[config.mk]
export PLATFORM = sky130hd
export DESIGN_NAME = alu_flat
export DESIGN_NICKNAME = d
export VERILOG_FILES = /design/src/rtl/alu_pkg.sv /design/src/rtl/alu_if.sv /design/src/rtl/alu_addsub.sv /design/src/rtl/alu.sv /design/src/flat_wrapper.sv
export SDC_FILE = /design/constraint.sdc
export NUM_CORES = 1
export LEC_CHECK = 0
export CORE_ASPECT_RATIO = 0.75
export CORE_MARGIN = 1.5
export CORE_UTILIZATION = 45
export CTS_CLUSTER_DIAMETER = 100
export DETAILED_ROUTE_END_ITERATION = 16
export PLACE_DENSITY_LB_ADDON = 0.2
export SYNTH_ARGS = -nofsm -noshare
export SYNTH_HDL_FRONTEND = slang
export SYNTH_SLANG_ARGS = --single-unit
export TNS_END_PERCENT = 100
[constraint.sdc]
create_clock -name clk -period 1.1 [get_ports clk]
set_input_delay 0.165 -clock clk [delete_from_list [all_inputs] [get_ports clk]]
set_output_delay 0.165 -clock clk [all_outputs]
set_load 0.02 [all_outputs]
[src/rtl/alu_pkg.sv]
// -----------------------------------------------------------------------------
// alu_pkg
//   Shared types and constants for the registered ALU.
//   - alu_op_e          : 3-bit opcode encoding (000..111)
//   - ALU_DEFAULT_WIDTH : default operand/result width
//   - alu_flags_t       : packed status flags {carry, zero, negative, overflow}
//   - alu_is_ext_op     : helper telling whether an opcode is one of the
//                         optional extended operations (XOR/SHL/SHR)
// -----------------------------------------------------------------------------
package alu_pkg;

    localparam int ALU_DEFAULT_WIDTH = 8;

    typedef enum logic [2:0] {
        OP_ADD = 3'b000,
        OP_SUB = 3'b001,
        OP_AND = 3'b010,
        OP_OR  = 3'b011,
        OP_NOT = 3'b100,
        OP_XOR = 3'b101,
        OP_SHL = 3'b110,
        OP_SHR = 3'b111
    } alu_op_e;

    typedef struct packed {
        logic carry;
        logic zero;
        logic negative;
        logic overflow;
    } alu_flags_t;

    function automatic logic alu_is_ext_op(input alu_op_e op);
        return (op == OP_XOR) || (op == OP_SHL) || (op == OP_SHR);
    endfunction

endpackage

[src/rtl/alu_if.sv]
// -----------------------------------------------------------------------------
// alu_if
//   Operand/result bundle between the execute-stage controller and the ALU.
//   Request side : in_valid, A, B, opcode
//   Response side: out_valid, result, carry, zero, negative, overflow
//   Modports:
//     master - controller (drives requests, observes results)
//     slave  - ALU        (consumes requests, drives results)
// -----------------------------------------------------------------------------
interface alu_if
    import alu_pkg::*;
#(
    parameter int WIDTH = ALU_DEFAULT_WIDTH
) ();

    logic             in_valid;
    logic [WIDTH-1:0] A;
    logic [WIDTH-1:0] B;
    logic [2:0]       opcode;

    logic             out_valid;
    logic [WIDTH-1:0] result;
    logic             carry;
    logic             zero;
    logic             negative;
    logic             overflow;

    modport master (
        output in_valid, A, B, opcode,
        input  out_valid, result, carry, zero, negative, overflow
    );

    modport slave (
        input  in_valid, A, B, opcode,
        output out_valid, result, carry, zero, negative, overflow
    );

endinterface

[src/rtl/alu_addsub.sv]
// -----------------------------------------------------------------------------
// alu_addsub
//   Shared WIDTH-bit adder used for both ADD and SUB. Subtraction is done as
//   a + ~b + 1, so one carry chain serves both operations.
//   Ports:
//     a, b      : operands
//     sub       : 1 = subtract (invert b, carry-in 1), 0 = add
//     sum       : WIDTH-bit result (modulo 2^WIDTH)
//     carry_out : raw carry out of the MSB (for SUB this is NOT-borrow)
//     overflow  : two's-complement overflow of the performed operation
// -----------------------------------------------------------------------------
module alu_addsub #(
    parameter int WIDTH = 8
) (
    input  logic [WIDTH-1:0] a,
    input  logic [WIDTH-1:0] b,
    input  logic             sub,
    output logic [WIDTH-1:0] sum,
    output logic             carry_out,
    output logic             overflow
);

    logic [WIDTH-1:0] b_eff;
    logic [WIDTH:0]   sum_full;

    // Conditional inversion of b, bit by bit.
    genvar gi;
    generate
        for (gi = 0; gi < WIDTH; gi++) begin : g_binv
            assign b_eff[gi] = b[gi] ^ sub;
        end
    endgenerate

    assign sum_full  = {1'b0, a} + {1'b0, b_eff} + {{WIDTH{1'b0}}, sub};
    assign sum       = sum_full[WIDTH-1:0];
    assign carry_out = sum_full[WIDTH];

    // With the effective addend, both ADD and SUB overflow when the two
    // addends share a sign and the sum's sign differs from it.
    assign overflow  = (a[WIDTH-1] == b_eff[WIDTH-1]) &&
                       (sum[WIDTH-1] != a[WIDTH-1]);

endmodule

[src/rtl/alu.sv]
// -----------------------------------------------------------------------------
// alu
//   Registered WIDTH-bit arithmetic/logic unit (execute stage). One operation
//   accepted per clock when in_valid is high; result and flags are registered
//   and presented with out_valid one cycle later. With in_valid low the
//   result/flags hold and out_valid drops. Reset is asynchronous, active-low,
//   and clears all outputs immediately.
//   Ports:
//     clk   : rising-edge clock
//     rst_n : asynchronous active-low reset
//     bus   : alu_if.slave (in_valid, A, B, opcode -> out_valid, result,
//             carry, zero, negative, overflow)
//   Configuration macro:
//     ALU_EXT_OPS_EN : when defined, opcodes 101/110/111 implement XOR, SHL
//                      and SHR. When undefined those opcodes return result 0
//                      with zero=1 and the XOR/shift logic is not built.
// -----------------------------------------------------------------------------
module alu
    import alu_pkg::*;
#(
    parameter int WIDTH = ALU_DEFAULT_WIDTH
) (
    input  logic  clk,
    input  logic  rst_n,
    alu_if.slave  bus
);

    alu_op_e          op;
    logic             sub_sel;
    logic [WIDTH-1:0] as_sum;
    logic             as_carry;
    logic             as_overflow;

    logic [WIDTH-1:0] result_next;
    alu_flags_t       flags_next;
    logic             carry_next;
    logic             overflow_next;

    logic [WIDTH-1:0] result_reg;
    alu_flags_t       flags_reg;
    logic             out_valid_reg;

    assign op      = alu_op_e'(bus.opcode);
    assign sub_sel = (op == OP_SUB);

    alu_addsub #(
        .WIDTH (WIDTH)
    ) u_addsub (
        .a         (bus.A),
        .b         (bus.B),
        .sub       (sub_sel),
        .sum       (as_sum),
        .carry_out (as_carry),
        .overflow  (as_overflow)
    );

    // Opcode mux. Defaults give result 0 / carry 0 / overflow 0, which is
    // also what the extended opcodes produce when they are not built.
    always_comb begin
        result_next   = '0;
        carry_next    = 1'b0;
        overflow_next = 1'b0;
        case (op)
            OP_ADD: begin
                result_next   = as_sum;
                carry_next    = as_carry;
                overflow_next = as_overflow;
            end
            OP_SUB: begin
                // Carry out of a + ~b + 1 is set when no borrow occurred.
                result_next   = as_sum;
                carry_next    = ~as_carry;
                overflow_next = as_overflow;
            end
            OP_AND: result_next = bus.A & bus.B;
            OP_OR:  result_next = bus.A | bus.B;
            OP_NOT: result_next = ~bus.A;
`ifdef ALU_EXT_OPS_EN
            OP_XOR: result_next = bus.A ^ bus.B;
            OP_SHL: begin
                result_next = {bus.A[WIDTH-2:0], 1'b0};
                carry_next  = bus.A[WIDTH-1];
            end
            OP_SHR: begin
                result_next = {1'b0, bus.A[WIDTH-1:1]};
                carry_next  = bus.A[0];
            end
`endif
            default: begin
                result_next   = '0;
                carry_next    = 1'b0;
                overflow_next = 1'b0;
            end
        endcase
    end

    always_comb begin
        flags_next          = '0;
        flags_next.carry    = carry_next;
        flags_next.zero     = (result_next == '0);
        flags_next.negative = result_next[WIDTH-1];
        flags_next.overflow = overflow_next;
    end

    // Output registers: capture only on accepted operations; out_valid is a
    // one-cycle echo of in_valid.
    always_ff @(posedge clk or negedge rst_n) begin
        if (!rst_n) begin
            result_reg    <= '0;
            flags_reg     <= '0;
            out_valid_reg <= 1'b0;
        end else begin
            out_valid_reg <= bus.in_valid;
            if (bus.in_valid) begin
                result_reg <= result_next;
                flags_reg  <= flags_next;
            end
        end
    end

    assign bus.out_valid = out_valid_reg;
    assign bus.result    = result_reg;
    assign bus.carry     = flags_reg.carry;
    assign bus.zero      = flags_reg.zero;
    assign bus.negative  = flags_reg.negative;
    assign bus.overflow  = flags_reg.overflow;

endmodule

[src/flat_wrapper.sv]
// flat-port wrapper written by rule: the top's interface ports become plain ports
module alu_flat import alu_pkg::*;
#(
    parameter int WIDTH = ALU_DEFAULT_WIDTH
)
  (clk, rst_n, bus_in_valid, bus_A, bus_B, bus_opcode, bus_out_valid, bus_result, bus_carry, bus_zero, bus_negative, bus_overflow);
  alu_if #(.WIDTH(WIDTH)) bus_i ();
  input  logic clk;
  input  logic rst_n;
  input wire logic [$bits(bus_i.in_valid)-1:0] bus_in_valid;
  input wire logic [$bits(bus_i.A)-1:0] bus_A;
  input wire logic [$bits(bus_i.B)-1:0] bus_B;
  input wire logic [$bits(bus_i.opcode)-1:0] bus_opcode;
  output wire logic [$bits(bus_i.out_valid)-1:0] bus_out_valid;
  output wire logic [$bits(bus_i.result)-1:0] bus_result;
  output wire logic [$bits(bus_i.carry)-1:0] bus_carry;
  output wire logic [$bits(bus_i.zero)-1:0] bus_zero;
  output wire logic [$bits(bus_i.negative)-1:0] bus_negative;
  output wire logic [$bits(bus_i.overflow)-1:0] bus_overflow;
  assign bus_i.in_valid = bus_in_valid;
  assign bus_i.A = bus_A;
  assign bus_i.B = bus_B;
  assign bus_i.opcode = bus_opcode;
  assign bus_out_valid = bus_i.out_valid;
  assign bus_result = bus_i.result;
  assign bus_carry = bus_i.carry;
  assign bus_zero = bus_i.zero;
  assign bus_negative = bus_i.negative;
  assign bus_overflow = bus_i.overflow;
  alu #(.WIDTH(WIDTH)) u_core (.clk(clk), .rst_n(rst_n), .bus(bus_i));
endmodule
; Word level (Yosys, flattened, before mapping)
; Index checks and enable logic that the tools add are counted.
[classes]
multipliers = 0
addsub = 2
eq_ne = 6
n_reduce_logical = 4
order_cmp = 0
shift = 0
bitwise_logic = 12
n_mux = 3
div = 0
[ops]
columns = operator, count
row1 = $pmux 8 s4, 1
row2 = $add 8x8->9, 1
row3 = $add 9x1->9, 1
row4 = $and 8x8->8, 1
row5 = $logic_not 8->1, 1
row6 = $not 8->8, 1
row7 = $or 8x8->8, 1
row8 = $xor 1x1->1, 8
row9 = $eq 3x2->1 const B, 2
row10 = $eq 3x1->1 const B, 1
row11 = $eq 3x3->1 const B, 1
row12 = $logic_not 3->1, 1
row13 = $pmux 1 s2, 1
row14 = $reduce_or 2->1, 1
row15 = $eq 1x1->1, 1
row16 = $logic_and 1x1->1, 1
row17 = $mux 1, 1
row18 = $ne 1x1->1, 1
row19 = $not 1->1, 1
[word_totals]
register_bits = 13
in_bits = 22
rom_bits = 0
output_inout_bits = 13
ram_bits = 0
latchBits = 0
mem_count = 0

; Longest topological paths before layout
; Gate-level depths: netlist of the first run.
[logic_depth]
ltp_word = 7
mapped_depth = 11

; Cells and area by module
; A second synthesis of the first run with hierarchy kept.
[hier_totals]
cells_unflattened = 144
hier_area_um2 = 1199.9
[modules_own_cells]
columns = module, instances, area_per_inst_um2, cells_per_inst, seq_area_each_um2
row1 = alu, 1, 729.4, 84, 300.3
row2 = alu_addsub, 1, 470.5, 60, 0.0

; Worst setup path after synthesis of the first run
; Ideal clock, no wire load.
[synth_path]
path_type = input port to flip-flop
start = input port bus_opcode[1]
end = register u_core.flags_reg, in the netlist u_core.bus.zero
slack_ps = -1644
setup_time_ps = 103
t_arrival_ps = 2640
stages = 11
n_path_buf = 1
t_required_ps = 997
path_cell_list = buf_4 > nor2_1 > nand2_1 > xnor2_1 > fa_1 > a21o_1 > a211o_1 > a21oi_1 > xor2_1 > o221ai_1 > o41ai_2
[synth_between]
elab_chain_len = 6
[synth_lines]
columns = element, line_no
row1 = from (decl), flat_wrapper.sv:13  ; input wire logic [$bits(bus_i.opcode)-1:0] bus_opcode;
row2 = $eq 3x1->1, "alu.sv:44, alu.sv:63"
row3 = $xor 1x1->1, alu_addsub.sv:30  ; assign b_eff[gi] = b[gi] ^ sub;
row4 = $add 8x8->9, alu_addsub.sv:34  ; assign sum_full = {1'b0, a} + {1'b0, b_eff} + {{WIDTH{1'b0}}, sub};
row5 = $add 9x1->9, alu_addsub.sv:34
row6 = $pmux 8 s4 *, alu.sv:63  ; case (op)
row7 = $logic_not 8->1 *, alu.sv:100  ; flags_next.zero = (result_next == '0);
row8 = to (signal assigned), alu.sv:116  ; flags_reg <= flags_next;
row9 = to (decl), alu.sv:40  ; alu_flags_t flags_reg;
; Every way passes the cells marked *; elsewhere a longest branch is shown, timed or not.
; A chain may end at the register's enable or synchronous reset.

; Final worst setup path of the first run
[layout_path]
start = input port bus_opcode[1]
end = register u_core.result_reg[6], in the netlist u_core.bus.result[6]
[layout_between]
elab_chain_len = 5
[layout_lines]
columns = element, line_no
row1 = $eq 3x1->1, "alu.sv:44, alu.sv:63"
row2 = $xor 1x1->1, alu_addsub.sv:30
row3 = $add 8x8->9, alu_addsub.sv:34
row4 = $add 9x1->9, alu_addsub.sv:34
row5 = $pmux 8 s4 *, alu.sv:63
row6 = to (signal assigned), alu.sv:115  ; result_reg <= result_next;
row7 = to (decl), alu.sv:39  ; logic [WIDTH-1:0] result_reg;
; Marks and branches as above.

==> results_dict.tcl, run 1 <==
set metrics [dict create \
    crit_end "u_core.bus.result[6]" \
    slew_violations 0 \
    crit_path_end_kind "register" \
    die_h_um 48.30 \
    vias_per_cell 5.767 \
    area_growth_pct 89.23 \
    comb_power_share_pct 61.4 \
    p_sw_w 0.0008217 \
    wl_per_cell_um 20.00 \
    p_clk_share_pct 13.1 \
    cts_hold_buf 0 \
    grt-ovfl-total 0 \
    io_buffers 34 \
    slew_headroom_pct 79.87 \
    design_area_um2 2330 \
    post_route_cells_drive_above_1_share_pct 55.56 \
    ys_warn_count 0 \
    clock_latency_ns 0.27 \
    rsz0062_at_grt "true" \
    grt_pass1_wl_um 7948 \
    status "finished with violations" \
    via_count 1557 \
    start_util_pct 47.31 \
    setup-tns-final_ns -9.645 \
    crit_type "in2reg" \
    cap_violations 0 \
    setup_viol 10 \
    fillers 108 \
    cts.clk_slew.worst_paths_ns 0.08 \
    path_max_fanout 5 \
    post-place-ws_ns -1.924 \
    antenna_cells 0 \
    drt_iter0_drc 114 \
    cts_buffers 3 \
    antenna_left 0 \
    r2r_slack_ns 0.28 \
    timing_hold_violations_final 0 \
    switching_share_pct 39.18 \
    cts_tree "built" \
    reg2regPathDepth 2 \
    p_per_area_nw_per_um2 900.2 \
    synthesis.nets 173 \
    rows 16 \
    antenna_found_initial 0 \
    critPathArrivalTime_ns 2.45 \
    tightestPinTransition_ns 0.3001 \
    finalWorstSetupSlack_ns -1.192 \
    clockBufferDepth 2 \
    dpl_cell_area_um2 2031 \
    die_x_um 63.40 \
    dieArea_um2 3062 \
    ys.flop_type "dfrtp_1" \
    p_seq_share_pct 25.5 \
    grt_usage_pct 33.98 \
    finalCritPeriodShare_pct 208.4 \
    synth_seq_cells 12 \
    hold_path_class "in2async" \
    async_flop_share_pct 100.0 \
    syn-cell-area_um2 1231 \
    final_cell_mix "63 x buf_4, 12 x clkdlybuf4s50_1, 12 x dfrtp_1" \
    p_int_w 0.001276 \
    grt_start_max_net_pins 17 \
    irDropWorstVdd_uv 1080 \
    start_kind "input pin" \
    max_freq_mhz 436.3 \
    first_pass_iters 4 \
    yosysUniqueCellTypes 43 \
    core_area_um2 2603 \
    grt_pass1_vias 1640 \
    r2r-end "u_core.bus.overflow" \
    place_hpwl_um 3149 \
    p_leak_nw 1.082 \
    min_period_ns 2.292 \
    finClkSkew_ns 0 \
    nets 271 \
    drc 0 \
    clockRootBuffer "clkbuf_4" \
    violations "setup timing" \
    yosysSeqAreaShare_pct 24.39 \
    startpoint "bus_opcode[1]" \
    avgSynthCellArea_um2 8.922 \
    worstPathRequired_ns 1.26 \
    ios 35 \
    cts_max_level 1 \
    timing.rr.start "u_core.bus.overflow" \
    mostFrequentLayoutCell "buf_4" \
    drt-total-wl_um 5401 \
    synthCells 138 \
    synth_edf_count 0 \
    cts_num_sinks 12 \
    gp_congestion 0.9254 \
    largest_register_ffs 7 \
]
[layer usage]
metal,track usage (%),wire length [um]
met5,0,0
met4,10.87,264
met3,7.209,314
met2,64.21,2797
met1,37.76,2024
[metrics by stage]
stage,total power (W),instances,util (%),hold WS (ns)
2_1_floorplan,0.001059,138,-,-0.1306
3_3_place_gp,0.001546,255,78.03,0.4758
5_1_grt,0.002185,270,89.52,0.1904
6_report,0.002097,270,89.52,0.1795
4_1_cts,0.001976,270,88.56,0.1889
3_5_place_dp,0.001585,255,78.03,0.4767
[cell families (layout without fill, tap and decap cells)]
logic type | count (synthesis) | after routing | share of synthesized area [%]
XOR/XNOR | 12 | 12 | 8.537
flip-flops | 12 | 12 | 24.39
AND/OR/NAND/NOR | 43 | 43 | 17.18
buffers and inverters | 10 | 106 | 3.657
AO/OA/AOI/OAI | 37 | 37 | 23.07
multiplexers | 4 | 4 | 3.658
adder cells (fa/ha/maj) | 20 | 20 | 19.51
[synth_stat cells, drive strengths merged (3+ instances only)]
cell	instances	share of area, %
a21o	3	1.8
nand2	14	4.3
mux2	4	3.7
ha	12	12
o21a	3	1.8
nor3	6	2.4
o21ai	4	1.6
nor2	11	3.4
inv	4	1.2
buf	3	1.5
xnor2	10	7.1
clkbuf	3	0.91
a21oi	13	6.2
dfrtp	12	24
maj3	7	5.7
[area by class of cell]
class                   instances  area, um2  area share [%]
clock buffers                   3      22.52          0.9667
repair buffers                 99      797.0           34.21
multi-input cells             116       1150           49.36
inverters                       4      15.01          0.6445
well taps                      36      45.04           1.933
flip-flops and latches         12      300.3           12.89
[power by group through the flow]
stage	Sequential (W)	Clock (W)	Combinational [W]
after global placement	0.000532	0	0.00101
after floorplan	0.000603	0	0.000456
after global routing	0.000537	0.000297	0.00135
final	0.000535	0.000274	0.00129
after CTS	0.000530	0.000265	0.00118
after detailed placement	0.000537	0	0.00105
[how the worst min path moves through the flow]
stage	slack [ns]	cells after the start	end
detailed placement	0.48	2	u_core.bus.result[1]
finish	0.18	2	u_core.bus.result[1]
CTS	0.19	2	u_core.bus.result[1]
floorplan	-0.13	0	u_core.bus.carry
global placement	0.48	2	u_core.bus.out_valid
global route	0.19	2	u_core.bus.result[1]
[timing repair]
item / 4_1_cts / 5_1_grt
pin swaps: 25 / 5
gates resized for setup: 89 / 29
cloned: 0 / 0
endpoints found under the setup margin: 24 / 22
endpoints found under the hold margin: 0 / 0
setup buffers: 12 / 1
[critical path: stages]
cell and delay, ns:
buf_8 0.11, nor2_4 0.13, nand2_4 0.10, buf_4 0.16, xnor2_4 0.18, ha_1 0.27, a21o_1 0.21, a211o_1 0.32
a21oi_2 0.18, xor2_1 0.21, o221ai_2 0.14, mux2_4 0.27
No activity file was read; power rests on OpenSTA's default activity.
==> run 2, diff against run 1 <==
CORE_ASPECT_RATIO = 1.1   (was 0.75)
SETUP_SLACK_MARGIN = 0.5   (was not set)
==> results_dict.tcl, run 2 <==
set metrics [dict create \
    status "aborted with a tool error" \
    stop_stage "global routing (5_1_grt)" \
    error "[ERROR DPL-0038] Utilization greater than 100%, impossible to legalize" \
    place_inst 247 \
    die_x_um 52.87 \
    cts_num_sinks 12 \
    io_buffers 34 \
    async_flop_share_pct 100.0 \
    synthesis.nets 173 \
    start_util_pct 48.40 \
    cts_max_level 1 \
    endpoint_type "register input" \
    clockRootBuffer "clkbuf_4" \
    gp_congestion 0.8465 \
    yosysSeqAreaShare_pct 24.39 \
    yosysMostFrequentCell "nand2_1" \
    cts_hold_buf 0 \
    synth_seq_cells 12 \
    die_h_um 57.86 \
    synthTopCellsByArea "dfrtp_1 24%, ha_1 12%, xnor2_1 7.1%" \
    clockBufferDepth 2 \
    synth_area_leader_cell "dfrtp_1" \
    ys_warn_count 0 \
    syn-cell-area_um2 1231 \
    cts_buffers 3 \
    place_hpwl_um 2852 \
    synth_edf_count 0 \
    synthCells 138 \
    rows 19 \
    yosysUniqueCellTypes 43 \
    ys.flop_type "dfrtp_1" \
    crit_endpoint "u_core.bus.result[6]$_DFFE_PN0P_/D" \
    grt_start_max_net_pins 13 \
    synth_common_cells "14 x nand2_1, 12 x a21oi_1, 12 x dfrtp_1, 12 x ha_1, 11 x nor2_1" \
    avgSynthCellArea_um2 8.922 \
    synth_top_area_share_pct 24.39 \
    ios 35 \
]
run 2: cell families after synthesis:
kind of cell / synth area share [%]
XOR/XNOR: 8.537
buffers and inverters: 3.657
flip-flops: 24.39
adder cells (fa/ha/maj): 19.51
AND/OR/NAND/NOR: 17.18
multiplexers: 3.658
AO/OA/AOI/OAI: 23.07
run 2: repair_timing:
item	CTS
endpoints found under the hold margin	0
setup endpoints to repair	25
cloned	0
resized for setup	142
pin swaps	32
buffers inserted	18
run 2: through the flow:
stage / worst slack [ns] / instance area, um2
2_1_floorplan: -1.221 / 1292
3_3_place_gp: -1.891 / 2016
3_5_place_dp: -1.906 / 2016
4_1_cts: -1.074 / 2352
==> run 3, diff against run 2 <==
CORE_ASPECT_RATIO = not set   (was 1.1)
CORE_UTILIZATION = 30   (was 45)
CTS_CLUSTER_DIAMETER = not set   (was 100)
PLACE_DENSITY_LB_ADDON = 0.15   (was 0.2)
SETUP_SLACK_MARGIN = not set   (was 0.5)
==> results_dict.tcl, run 3 (synthesis gave the netlist of run 1 again) <==
set metrics [dict create \
    core_area_um2 3971 \
    final_cell_mix "61 x buf_4, 13 x clkdlybuf4s50_1, 12 x dfrtp_1" \
    via_count 1388 \
    utilization_pct 58.35 \
    slew_headroom_pct 80.79 \
    status "finished with violations" \
    gp_congestion 0.8215 \
    wl_met2_um 2170 \
    grt_pass1_vias 1460 \
    worstPathRequired_ns 1.22 \
    clockRootBuffer "clkbuf_8" \
    cts.clk_slew.worst_paths_ns 0.05 \
    grt_pass1_wl_um 6575 \
    wl_per_cell_um 14.63 \
    start_util_pct 31.00 \
    setup-tns-final_ns -9.463 \
    area_growth_pct 88.21 \
    drc 0 \
    drt_iter0_drc 67 \
    fillers 349 \
    slew_violations 0 \
    p_per_area_nw_per_um2 910.2 \
    hold_path_class "in2async" \
    wl_met1_um 1762 \
    highest_layer "met4" \
    max_stage_delay_ns 0.36 \
    setup_viol 10 \
    grt-ovfl-total 0 \
    critPathArrivalTime_ns 2.40 \
    first_pass_iters 4 \
    cts_buffers 3 \
    io_buffers 34 \
    path_max_fanout 5 \
    place_hpwl_um 3183 \
    max_freq_mhz 439.4 \
    crit_family "compound AO/OA/AOI/OAI gates" \
    finClkSkew_ns 0 \
    dieArea_um2 4497 \
    timing_hold_violations_final 0 \
    mostFrequentLayoutCell "buf_4" \
    post_route_cells_drive_above_1_share_pct 51.52 \
    rows 23 \
    tightestPinTransition_ns 0.2865 \
    cap_violations 0 \
    ios 35 \
    rsz0062_at_grt "true" \
    antenna_left 0 \
    clockBufferDepth 2 \
    post-place-ws_ns -1.911 \
    antenna_cells 0 \
    path_cells "buf_8, nor2_4, nand2_4, buf_12, xnor2_4, fa_2, a21o_1, a211o_1, a21oi_2, xor2_1, o221ai_2, mux2_4" \
    die_h_um 67.06 \
    irDropWorstVdd_uv 395.4 \
    cts_max_level 1 \
    finalWorstSetupSlack_ns -1.176 \
    slowest_stage "fa_2" \
    clock_latency_ns 0.24 \
    die_x_um 67.06 \
    cts_hold_buf 0 \
    nets 268 \
    p_leak_nw 1.081 \
    crit_type "in2reg" \
    finalCritPeriodShare_pct 206.9 \
    violations "setup timing" \
    multi_input_area_um2 1102 \
    start_kind "input pin" \
    grt_usage_pct 19.35 \
    min_period_ns 2.276 \
    antenna_found_initial 0 \
    drt-total-wl_um 4111 \
    cp_num_buf_inv 2 \
    wl_met3_um 110 \
    cts_tree "built" \
    largest_register_ffs 7 \
    grt_start_max_net_pins 17 \
    cts_num_sinks 12 \
    ff_latch_area_um2 300.3 \
    vias_per_cell 4.940 \
    crit_path_end_kind "register" \
]
-- run 3: metal layers --
layer	track usage, %	vias to the layer above
met4	5.612	0
li1	-	693
met2	36.39	24
met1	22.42	663
met3	2.534	8
met5	0	-
-- run 3: final cells by class --
| cell class | instances | share of cell area (%) |
|---|---|---|
| multi-input combinational | 116 | 47.57 |
| inverter | 4 | 0.6479 |
| timing repair buffer | 96 | 34.34 |
| tap | 50 | 2.700 |
| clock buffer | 3 | 1.782 |
| sequential | 12 | 12.96 |
-- run 3: worst paths after layout --
| kind | startpoint | end | slack (ns) | cells after the start |
|---|---|---|---|---|
| setup / recovery | bus_opcode[1] | u_core.bus.result[6] | -1.18 | 12 |
| max in group asynchronous | rst_n | u_core.bus.result[3] | 0.73 | 2 |
| hold / removal | rst_n | u_core.bus.out_valid | 0.22 | 2 |
| hold reg to reg | u_core.bus.carry | u_core.bus.carry | 0.50 | 1 |
| setup reg to reg | u_core.bus.result[1] | u_core.bus.result[1] | 0.22 | 2 |
| min in group clk | bus_opcode[1] | u_core.bus.carry | 0.36 | 5 |
-- run 3: where the power goes --
group          internal [W]  total, W  switching [W]  leakage (nW)
sequential         0.000498  0.000530      0.0000321         0.151
clock              0.000240  0.000386       0.000146        0.0216
combinational      0.000634   0.00119       0.000559         0.909
-- run 3: metrics by stage --
step	cells	hold WS (ns)	instance area [um2]	power (W)
after global placement	268	0.4772	2041	0.001565
after global routing	281	0.2384	2317	0.002242
after floorplan	138	-0.1306	1286	0.001059
after detailed placement	268	0.4825	2041	0.001591
final	281	0.2217	2317	0.002109
after CTS	274	0.2241	2192	0.002051
-- run 3: worst register-to-register path, cell delays in order (launching register included) --
cell,delay (ns)
dfrtp_1,0.38
buf_4,0.13
mux2_4,0.26
-- run 3: what timing repair did --
| action | 4_1_cts | 5_1_grt |
|---|---|---|
| pin swaps | 22 | 16 |
| setup buffers | 3 | 8 |
| setup endpoints to repair | 24 | 17 |
| resized for setup | 71 | 22 |
